## src/rtl/ram_arbiter_if.sv

```systemverilog
// ram_arbiter_if: requester handshakes, RAM port and status between clients and the arbiter
interface ram_arbiter_if #(
  parameter int DW = 32,
  parameter int AW = 10
);
  logic          req0, we0, ack0;
  logic          req1, we1, ack1;
  logic [AW-1:0] addr0, addr1, ram_addr;
  logic [DW-1:0] wdata0, rdata0, wdata1, rdata1;
  logic [DW-1:0] ram_din, ram_dout;
  logic          ram_we, busy;
  modport slave (
    input  req0, we0, addr0, wdata0, req1, we1, addr1, wdata1, ram_dout,
    output ack0, rdata0, ack1, rdata1, ram_addr, ram_we, ram_din, busy
  );
  modport master (
    output req0, we0, addr0, wdata0, req1, we1, addr1, wdata1, ram_dout,
    input  ack0, rdata0, ack1, rdata1, ram_addr, ram_we, ram_din, busy
  );
endinterface

```

## src/rtl/ram_arbiter.sv

```systemverilog
// ram_arbiter: two-requester round-robin sequencer in front of a single-port synchronous RAM
module ram_arbiter #(
  parameter int DATA_WIDTH = 32,
  parameter int ADDR_WIDTH = 10,
  parameter int RD_LAT     = 1
) (
  input logic            clk,
  input logic            rst,
  ram_arbiter_if.slave   bus
);
  typedef enum logic [1:0] {IDLE, ACCESS, WAIT, ACK} state_t;
  state_t                r_state;
  logic                  r_last, r_gid, r_we_sel, r_ram_we, r_busy;
  logic                  r_ack0, r_ack1;
  logic [2:0]            r_cnt;
  logic [ADDR_WIDTH-1:0] r_ram_addr;
  logic [DATA_WIDTH-1:0] r_ram_din, r_rdata0, r_rdata1;
  logic                  w_gid, w_we;
  logic [ADDR_WIDTH-1:0] w_addr;
  logic [DATA_WIDTH-1:0] w_wdata;
  // contention goes to whoever was not granted last
  assign w_gid   = (bus.req0 & bus.req1) ? ~r_last : bus.req1;
  assign w_we    = w_gid ? bus.we1 : bus.we0;
  assign w_addr  = w_gid ? bus.addr1 : bus.addr0;
  assign w_wdata = w_gid ? bus.wdata1 : bus.wdata0;
  always_ff @(posedge clk or posedge rst) begin
    if (rst) begin
      r_state    <= IDLE;
      r_last     <= 1'b1;
      r_gid      <= 1'b0;
      r_we_sel   <= 1'b0;
      r_ram_we   <= 1'b0;
      r_busy     <= 1'b0;
      r_ack0     <= 1'b0;
      r_ack1     <= 1'b0;
      r_cnt      <= '0;
      r_ram_addr <= '0;
      r_ram_din  <= '0;
      r_rdata0   <= '0;
      r_rdata1   <= '0;
    end else begin
      case (r_state)
        IDLE: if (bus.req0 | bus.req1) begin
          r_state    <= ACCESS;
          r_busy     <= 1'b1;
          r_gid      <= w_gid;
          r_last     <= w_gid;
          r_we_sel   <= w_we;
          r_ram_we   <= w_we;
          r_ram_addr <= w_addr;
          r_ram_din  <= w_wdata;
        end
        ACCESS: begin
          r_state  <= WAIT;
          r_ram_we <= 1'b0;
          r_cnt    <= 3'(RD_LAT - 1);
        end
        WAIT: if (r_cnt == '0) begin
          r_state <= ACK;
          r_ack0  <= ~r_gid;
          r_ack1  <= r_gid;
          if (!r_we_sel && !r_gid) r_rdata0 <= bus.ram_dout;
          if (!r_we_sel && r_gid)  r_rdata1 <= bus.ram_dout;
        end else begin
          r_cnt <= r_cnt - 3'd1;
        end
        ACK: begin
          r_state <= IDLE;
          r_busy  <= 1'b0;
          r_ack0  <= 1'b0;
          r_ack1  <= 1'b0;
        end
        default: r_state <= IDLE;
      endcase
    end
  end
  assign bus.ack0     = r_ack0;
  assign bus.ack1     = r_ack1;
  assign bus.rdata0   = r_rdata0;
  assign bus.rdata1   = r_rdata1;
  assign bus.ram_addr = r_ram_addr;
  assign bus.ram_we   = r_ram_we;
  assign bus.ram_din  = r_ram_din;
  assign bus.busy     = r_busy;
endmodule

```

## src/flat_wrapper.sv

```systemverilog
// flat-port wrapper written by rule: the top's interface ports become plain ports
module ram_arbiter_flat 
#(
  parameter int DATA_WIDTH = 32,
  parameter int ADDR_WIDTH = 10,
  parameter int RD_LAT     = 1
)
  (clk, rst, bus_req0, bus_we0, bus_addr0, bus_wdata0, bus_req1, bus_we1, bus_addr1, bus_wdata1, bus_ram_dout, bus_ack0, bus_rdata0, bus_ack1, bus_rdata1, bus_ram_addr, bus_ram_we, bus_ram_din, bus_busy);
  ram_arbiter_if #(.DW(32), .AW(10)) bus_i ();
  input logic clk;
  input logic rst;
  input wire logic [$bits(bus_i.req0)-1:0] bus_req0;
  input wire logic [$bits(bus_i.we0)-1:0] bus_we0;
  input wire logic [$bits(bus_i.addr0)-1:0] bus_addr0;
  input wire logic [$bits(bus_i.wdata0)-1:0] bus_wdata0;
  input wire logic [$bits(bus_i.req1)-1:0] bus_req1;
  input wire logic [$bits(bus_i.we1)-1:0] bus_we1;
  input wire logic [$bits(bus_i.addr1)-1:0] bus_addr1;
  input wire logic [$bits(bus_i.wdata1)-1:0] bus_wdata1;
  input wire logic [$bits(bus_i.ram_dout)-1:0] bus_ram_dout;
  output wire logic [$bits(bus_i.ack0)-1:0] bus_ack0;
  output wire logic [$bits(bus_i.rdata0)-1:0] bus_rdata0;
  output wire logic [$bits(bus_i.ack1)-1:0] bus_ack1;
  output wire logic [$bits(bus_i.rdata1)-1:0] bus_rdata1;
  output wire logic [$bits(bus_i.ram_addr)-1:0] bus_ram_addr;
  output wire logic [$bits(bus_i.ram_we)-1:0] bus_ram_we;
  output wire logic [$bits(bus_i.ram_din)-1:0] bus_ram_din;
  output wire logic [$bits(bus_i.busy)-1:0] bus_busy;
  assign bus_i.req0 = bus_req0;
  assign bus_i.we0 = bus_we0;
  assign bus_i.addr0 = bus_addr0;
  assign bus_i.wdata0 = bus_wdata0;
  assign bus_i.req1 = bus_req1;
  assign bus_i.we1 = bus_we1;
  assign bus_i.addr1 = bus_addr1;
  assign bus_i.wdata1 = bus_wdata1;
  assign bus_i.ram_dout = bus_ram_dout;
  assign bus_ack0 = bus_i.ack0;
  assign bus_rdata0 = bus_i.rdata0;
  assign bus_ack1 = bus_i.ack1;
  assign bus_rdata1 = bus_i.rdata1;
  assign bus_ram_addr = bus_i.ram_addr;
  assign bus_ram_we = bus_i.ram_we;
  assign bus_ram_din = bus_i.ram_din;
  assign bus_busy = bus_i.busy;
  ram_arbiter #(.DATA_WIDTH(DATA_WIDTH), .ADDR_WIDTH(ADDR_WIDTH), .RD_LAT(RD_LAT)) u_core (.clk(clk), .rst(rst), .bus(bus_i));
endmodule
```

## config.mk

```make
export PLATFORM = sky130hd
export DESIGN_NAME = ram_arbiter_flat
export DESIGN_NICKNAME = d
export VERILOG_FILES = /design/src/rtl/ram_arbiter_if.sv /design/src/rtl/ram_arbiter.sv /design/src/flat_wrapper.sv
export SDC_FILE = /design/constraint.sdc
export NUM_CORES = 1
export LEC_CHECK = 0
export ABC_AREA = 1
export BUFFER_PORTS_ARGS = -buffer_cell sky130_fd_sc_hd__buf_2
export CAP_MARGIN = 0
export CORE_UTILIZATION = 40
export CTS_BUF_LIST = sky130_fd_sc_hd__clkbuf_16
export CTS_CLUSTER_DIAMETER = 30
export DETAILED_ROUTE_END_ITERATION = 12
export GPL_TIMING_DRIVEN = 0
export PLACE_DENSITY = 0.72
export RECOVER_POWER = 100
export SYNTH_ARGS = -nofsm -noshare
export SYNTH_HDL_FRONTEND = slang
export SYNTH_SLANG_ARGS = --single-unit
export TNS_END_PERCENT = 30
```

## constraint.sdc

```tcl
create_clock -name clk -period 3.6 [get_ports clk]
set_input_delay 0.72 -clock clk [delete_from_list [all_inputs] [get_ports clk]]
set_output_delay 0.72 -clock clk [all_outputs]
set_load 0.05 [all_outputs]
```

# Word level (Yosys, flattened, before mapping)
# Index checks and enable logic that the tools add are counted.
[classes] n_addsub=1 n_mul=0 div=0 n_lt_le_gt_ge=0 n_eq_ne=6 shift=0 muxes=17 bitwise=4 reduce_logical=18
[op_table] operator="32-bit 2-to-1 mux" count=1
[op_table] operator="2-bit AND reduction" count=6
[op_table] operator="10-bit 2-to-1 mux" count=1
[op_table] operator="1-bit case mux with 2 select lines" count=4
[op_table] operator="2-bit case mux with 4 select lines" count=1
[op_table] operator="2-bit nonzero test" count=4
[op_table] operator="1-bit 2-to-1 mux" count=6
[op_table] operator="3-bit case mux with 2 select lines" count=1
[op_table] operator="3-bit AND reduction" count=2
[op_table] operator="2-bit == test (second input constant)" count=2
[op_table] operator="2-bit 2-to-1 mux" count=2
[op_table] operator="2-bit by 1-bit != test with 1-bit output (second input constant)" count=2
[op_table] operator="3-bit logical NOT" count=1
[op_table] operator="3-bit 2-to-1 mux" count=1
[op_table] operator="3-bit by 1-bit subtractor with 3-bit output (second input constant)" count=1
[op_table] operator="2-bit by 1-bit == test with 1-bit output (second input constant)" count=1
[op_table] operator="1-bit logical AND" count=2
[op_table] operator="1-bit logical NOT" count=2
[op_table] operator="2-bit logical NOT" count=1
[op_table] operator="2-bit != test (second input constant)" count=1
[op_table] operator="1-bit NOT" count=2
[op_table] operator="1-bit AND" count=1
[op_table] operator="1-bit bitwise OR" count=1
[totals] reg_bits=118 latchBits=0 ram_bits=0 romBits=0 in_bits=122 out_inout_bits=110 mem_count=0

# Logic depth before layout (Yosys ltp)
[depth] depth_word=5 depth_mapped=8 ltp_nobuf=7

# Worst setup path after synthesis
# No wires, ideal clock.
[synth_timing] path_kind="reg-to-reg" start="register u_core.r_state[0]" end="register u_core.r_rdata0[0], in the netlist u_core.bus.rdata0[0]" setup_ps=119 arrival_ps=1315 t_required_ps=3481 path_slack_ps=2166 path_stages_with_launch=9 path_buffers=1 synth_period_minus_slack_ps=1434 path_cell_list="dfrtp_1 inv_1 ha_1 nand3_2 inv_2 nand2_2 buf_2 nand2_1 nand2_1"
[synth_via] elab_chain_cells=2
[synth_lines] element="from (decl)" line_no="ram_arbiter.sv:12" source="state_t r_state;"
[synth_lines] element="from (signal assigned)" line_no="ram_arbiter.sv:28" source="r_state <= IDLE;"
[synth_lines] element="from (signal assigned)" line_no="ram_arbiter.sv:44" source="r_state <= ACCESS;"
[synth_lines] element="from (signal assigned)" line_no="ram_arbiter.sv:54" source="r_state <= WAIT;"
[synth_lines] element="2-bit == test" line_no="ram_arbiter.sv:42" source="case (r_state)"
[synth_lines] element="3-bit AND reduction (no source line)"
[synth_lines] element="to (signal assigned)" line_no="ram_arbiter.sv:62" source="if (!r_we_sel && !r_gid) r_rdata0 <= bus.ram_dout;"
[synth_lines] element="to (decl)" line_no="ram_arbiter.sv:17" source="logic [DATA_WIDTH-1:0] r_ram_din, r_rdata0, r_rdata1;"
# Every way passes these cells.
# A chain may end at the register's enable or synchronous reset.

# Final worst setup path
[layout_timing] start="input bus_req1" end="register u_core.r_ram_din[18], in the netlist u_core.bus.ram_din[18]"
[layout_via] elab_chain_cells=3
[layout_lines] element="from (decl)" line_no="flat_wrapper.sv:16" source="input wire logic [$bits(bus_i.req1)-1:0] bus_req1;"
[layout_lines] element="1-bit AND" line_no="ram_arbiter.sv:22" source="assign w_gid = (bus.req0 & bus.req1) ? ~r_last : bus.req1;"
[layout_lines] element="1-bit 2-to-1 mux" line_no="ram_arbiter.sv:22"
[layout_lines] element="32-bit 2-to-1 mux" line_no="ram_arbiter.sv:25" source="assign w_wdata = w_gid ? bus.wdata1 : bus.wdata0;"
[layout_lines] element="to (signal assigned)" line_no="ram_arbiter.sv:51" source="r_ram_din <= w_wdata;"
[layout_lines] element="to (decl)" line_no="ram_arbiter.sv:17"
# Several ways; a longest one is shown, not always the timed one.

==> impl_metrics.tcl <==
set metrics [dict create \
    status "complete, but fails checks" \
    violations "capacitance limit, slew limit" \
    antenna_left 0 \
    max_slew_margin -0.205 \
    hold_slack_ns 0.469 \
    maxCapViolCount 1 \
    p_leak_nw 3.94 \
    cts.sinks 118 \
    grt_start_max_net_pins 42 \
    avgSynthCellArea_um2 7.90 \
    start_util 0.417 \
    met1_length_um 6660 \
    highest_layer "met4" \
    rsz0062_at_grt "no" \
    worstPathMaxFanout 10 \
    drc 0 \
    cts_buffers 17 \
    cts_tree "built" \
    fin_util 0.564 \
    worstPathArrival_ns 2.70 \
    dieArea_um2 13800 \
    fin_skew_ns 0.00515 \
    drt_iter0_markers 388 \
    hpwl_um 11000 \
    std_cell_rows 41 \
    dr_total_vias 5268 \
    gr-total-overflow 0 \
    yosys_register_bits 118 \
    grt_pass1_wl_um 25400 \
    async_flop_share 1.00 \
    ys_seq_area_frac 0.552 \
    syn_to_final_growth_pct 35.2 \
    core_area_um2 12800 \
    powerDensity_nw_per_um2 1190 \
    ir_worst_vdd_mv 0.524 \
    hold_violations 0 \
    crit_type "in2reg" \
    firstDrtPassIters 4 \
    synth_edf_count 0 \
    clk_pin_slew_ns 0.05 \
    synthesis.nets 807 \
    routed_wirelength_um 15200 \
    clockBufferDepth 2 \
    ys_types 20 \
    finalMaxSlewViolations 41 \
    antenna_cells 0 \
    cts_hold_buf 0 \
    drt-vias-per-instance 4.73 \
    grt_usage 0.231 \
    die_w_um 118 \
    hold_class "reg2reg" \
    grt_pass1_vias 5140 \
    worstPathRequired_ns 3.89 \
    start_kind "input port" \
    setup_viol 0 \
    end_kind "flip-flop" \
    cts_resized 0 \
    wire_per_inst_um 13.6 \
    synth_largest_area_cell "dfrtp_1" \
    worstSkewPairLatency_ns 0.41 \
    synth.top_cell.area_share 0.547 \
    final.period_utilization 0.669 \
    die_height_um 118 \
    setup_tns_ns 0 \
    h-tree-depth 4 \
    mappedNetlistArea_um2 5350 \
    worst_slew_pin_slew_ns 1.80 \
    synth_warnings 0 \
    drive_gt1_frac 0.187 \
    max_freq_ghz 0.415 \
    antenna_found_initial 0 \
    period_needed_ns 2.41 \
    fin_nets 1059 \
    wl_met3_um 987 \
    synthTopCellsByArea "dfrtp_1 (55%), nand2_1 (28%), nand3_1 (3.7%), o21ai_0 (3.7%), ha_1 (1.9%)" \
    place_congestion 0.807 \
    nFillCells 1300 \
    synth_cells 677 \
    port_buffers 231 \
    cts_setup_buffers 0 \
    ys.flop_type "dfrtp_1" \
    io_pins 232 \
    cts-root-buf "clkbuf_16" \
    wl_met2_um 7340 \
]
==> area by class of cell <==
| cell class | count | area (um^2) | share of cell area |
|---|---|---|---|
| Tap cell | 172 | 215 | 0.0298 |
| Multi-Input combinational cell | 505 | 2080 | 0.288 |
| Buffer | 34 | 186 | 0.0258 |
| Sequential cell | 118 | 2950 | 0.409 |
| Inverter | 20 | 78.8 | 0.0109 |
| Clock buffer | 17 | 425 | 0.0588 |
| Clock inverter | 15 | 233 | 0.0322 |
| Timing Repair Buffer | 233 | 1060 | 0.146 |
==> registers in the layout, indices dropped and copies added, names as in the netlist <==
name,count
u_core.bus.busy,1
u_core.bus.rdata1,32
u_core.bus.ram_we,1
u_core.bus.ram_addr,10
u_core.r_we_sel,1
u_core.bus.ack1,1
u_core.r_state,2
u_core.bus.ack0,1
u_core.bus.rdata0,32
u_core.r_last,1
u_core.r_gid,1
u_core.r_cnt,3
u_core.bus.ram_din,32
==> stage by stage <==
step | area [um^2] | power, mW | cells | setup WS (ns)
detailed placement | 6760 | 6.91 | 1082 | 1.65
floorplan | 5350 | 5.71 | 677 | 1.44
CTS | 7420 | 8.84 | 1114 | 1.77
finish | 7230 | 8.58 | 1114 | 1.19
global placement | 6720 | 6.82 | 1080 | 0.656
global route | 7230 | 9.09 | 1114 | 0.855
==> report_power, final <==
group          leakage, nW  switching (mW)  total [mW]  internal [mW]
Clock                0.322           0.591        1.88           1.29
Sequential            1.45           0.372        2.36           1.99
Combinational         2.17            3.54        4.34          0.806
==> path summary, 6_finish.rpt <==
check                      slack (ns)                  from  depth (start not counted)                     end
min                              0.47  u_core.bus.rdata0[8]                          2    u_core.bus.rdata0[8]
max in group asynchronous        1.71                   rst                          4   u_core.bus.rdata1[31]
max reg2reg                      1.32     u_core.r_state[0]                          7  u_core.bus.ram_din[18]
min in group asynchronous        0.75                   rst                          2  u_core.bus.ram_din[19]
min reg2reg                      0.47  u_core.bus.rdata0[8]                          2    u_core.bus.rdata0[8]
max                              1.19              bus_req1                          6  u_core.bus.ram_din[18]
==> cell usage in the layout, fill, tap and decap left out, types with 2 or more instances in the layout <==
master       n
buf_12       2
nand2_1    407
nand4_1      3
buf_4        4
clkinv_2     4
clkbuf_1   126
inv_1       17
o21ai_0     41
bufinv_16    6
nand3_1     42
buf_6        4
ha_1         8
dfrtp_1    117
buf_2      131
clkbuf_16   17
nor2_1       3
clkinv_1     2
==> worst max-delay path, cell delays in order <==
cell	delay, ns
clkbuf_1	0.11
o21ai_0	0.93
inv_1	0.46
buf_2	0.33
nand2_1	0.09
nand2_1	0.05
==> layer usage <==
layer / GRT usage / vias to the layer above
met2: 0.387 / 206
met3: 0.0635 / 17
met4: 0.0761 / 0
met5: 0 / -
li1: - / 2599
met1: 0.286 / 2446
==> kinds of logic after synthesis <==
| family | synth area share |
|---|---|
| AO/OA/AOI/OAI | 0.0405 |
| AND/OR/NAND/NOR | 0.336 |
| adder cells (fa/ha/maj) | 0.0187 |
| buffers and inverters | 0.0524 |
| flip-flops | 0.552 |
==> cells in the mapped netlist, types with 2 or more instances <==
cell	n
nand4_1	3
nand2_1	405
clkbuf_1	8
ha_1	8
o21ai_0	40
buf_4	7
inv_1	16
dfrtp_1	117
nor2_1	2
buf_2	15
nand3_2	2
nand2_2	2
inv_2	3
buf_6	4
nand3_1	40
(Power assumes the default switching activity.)
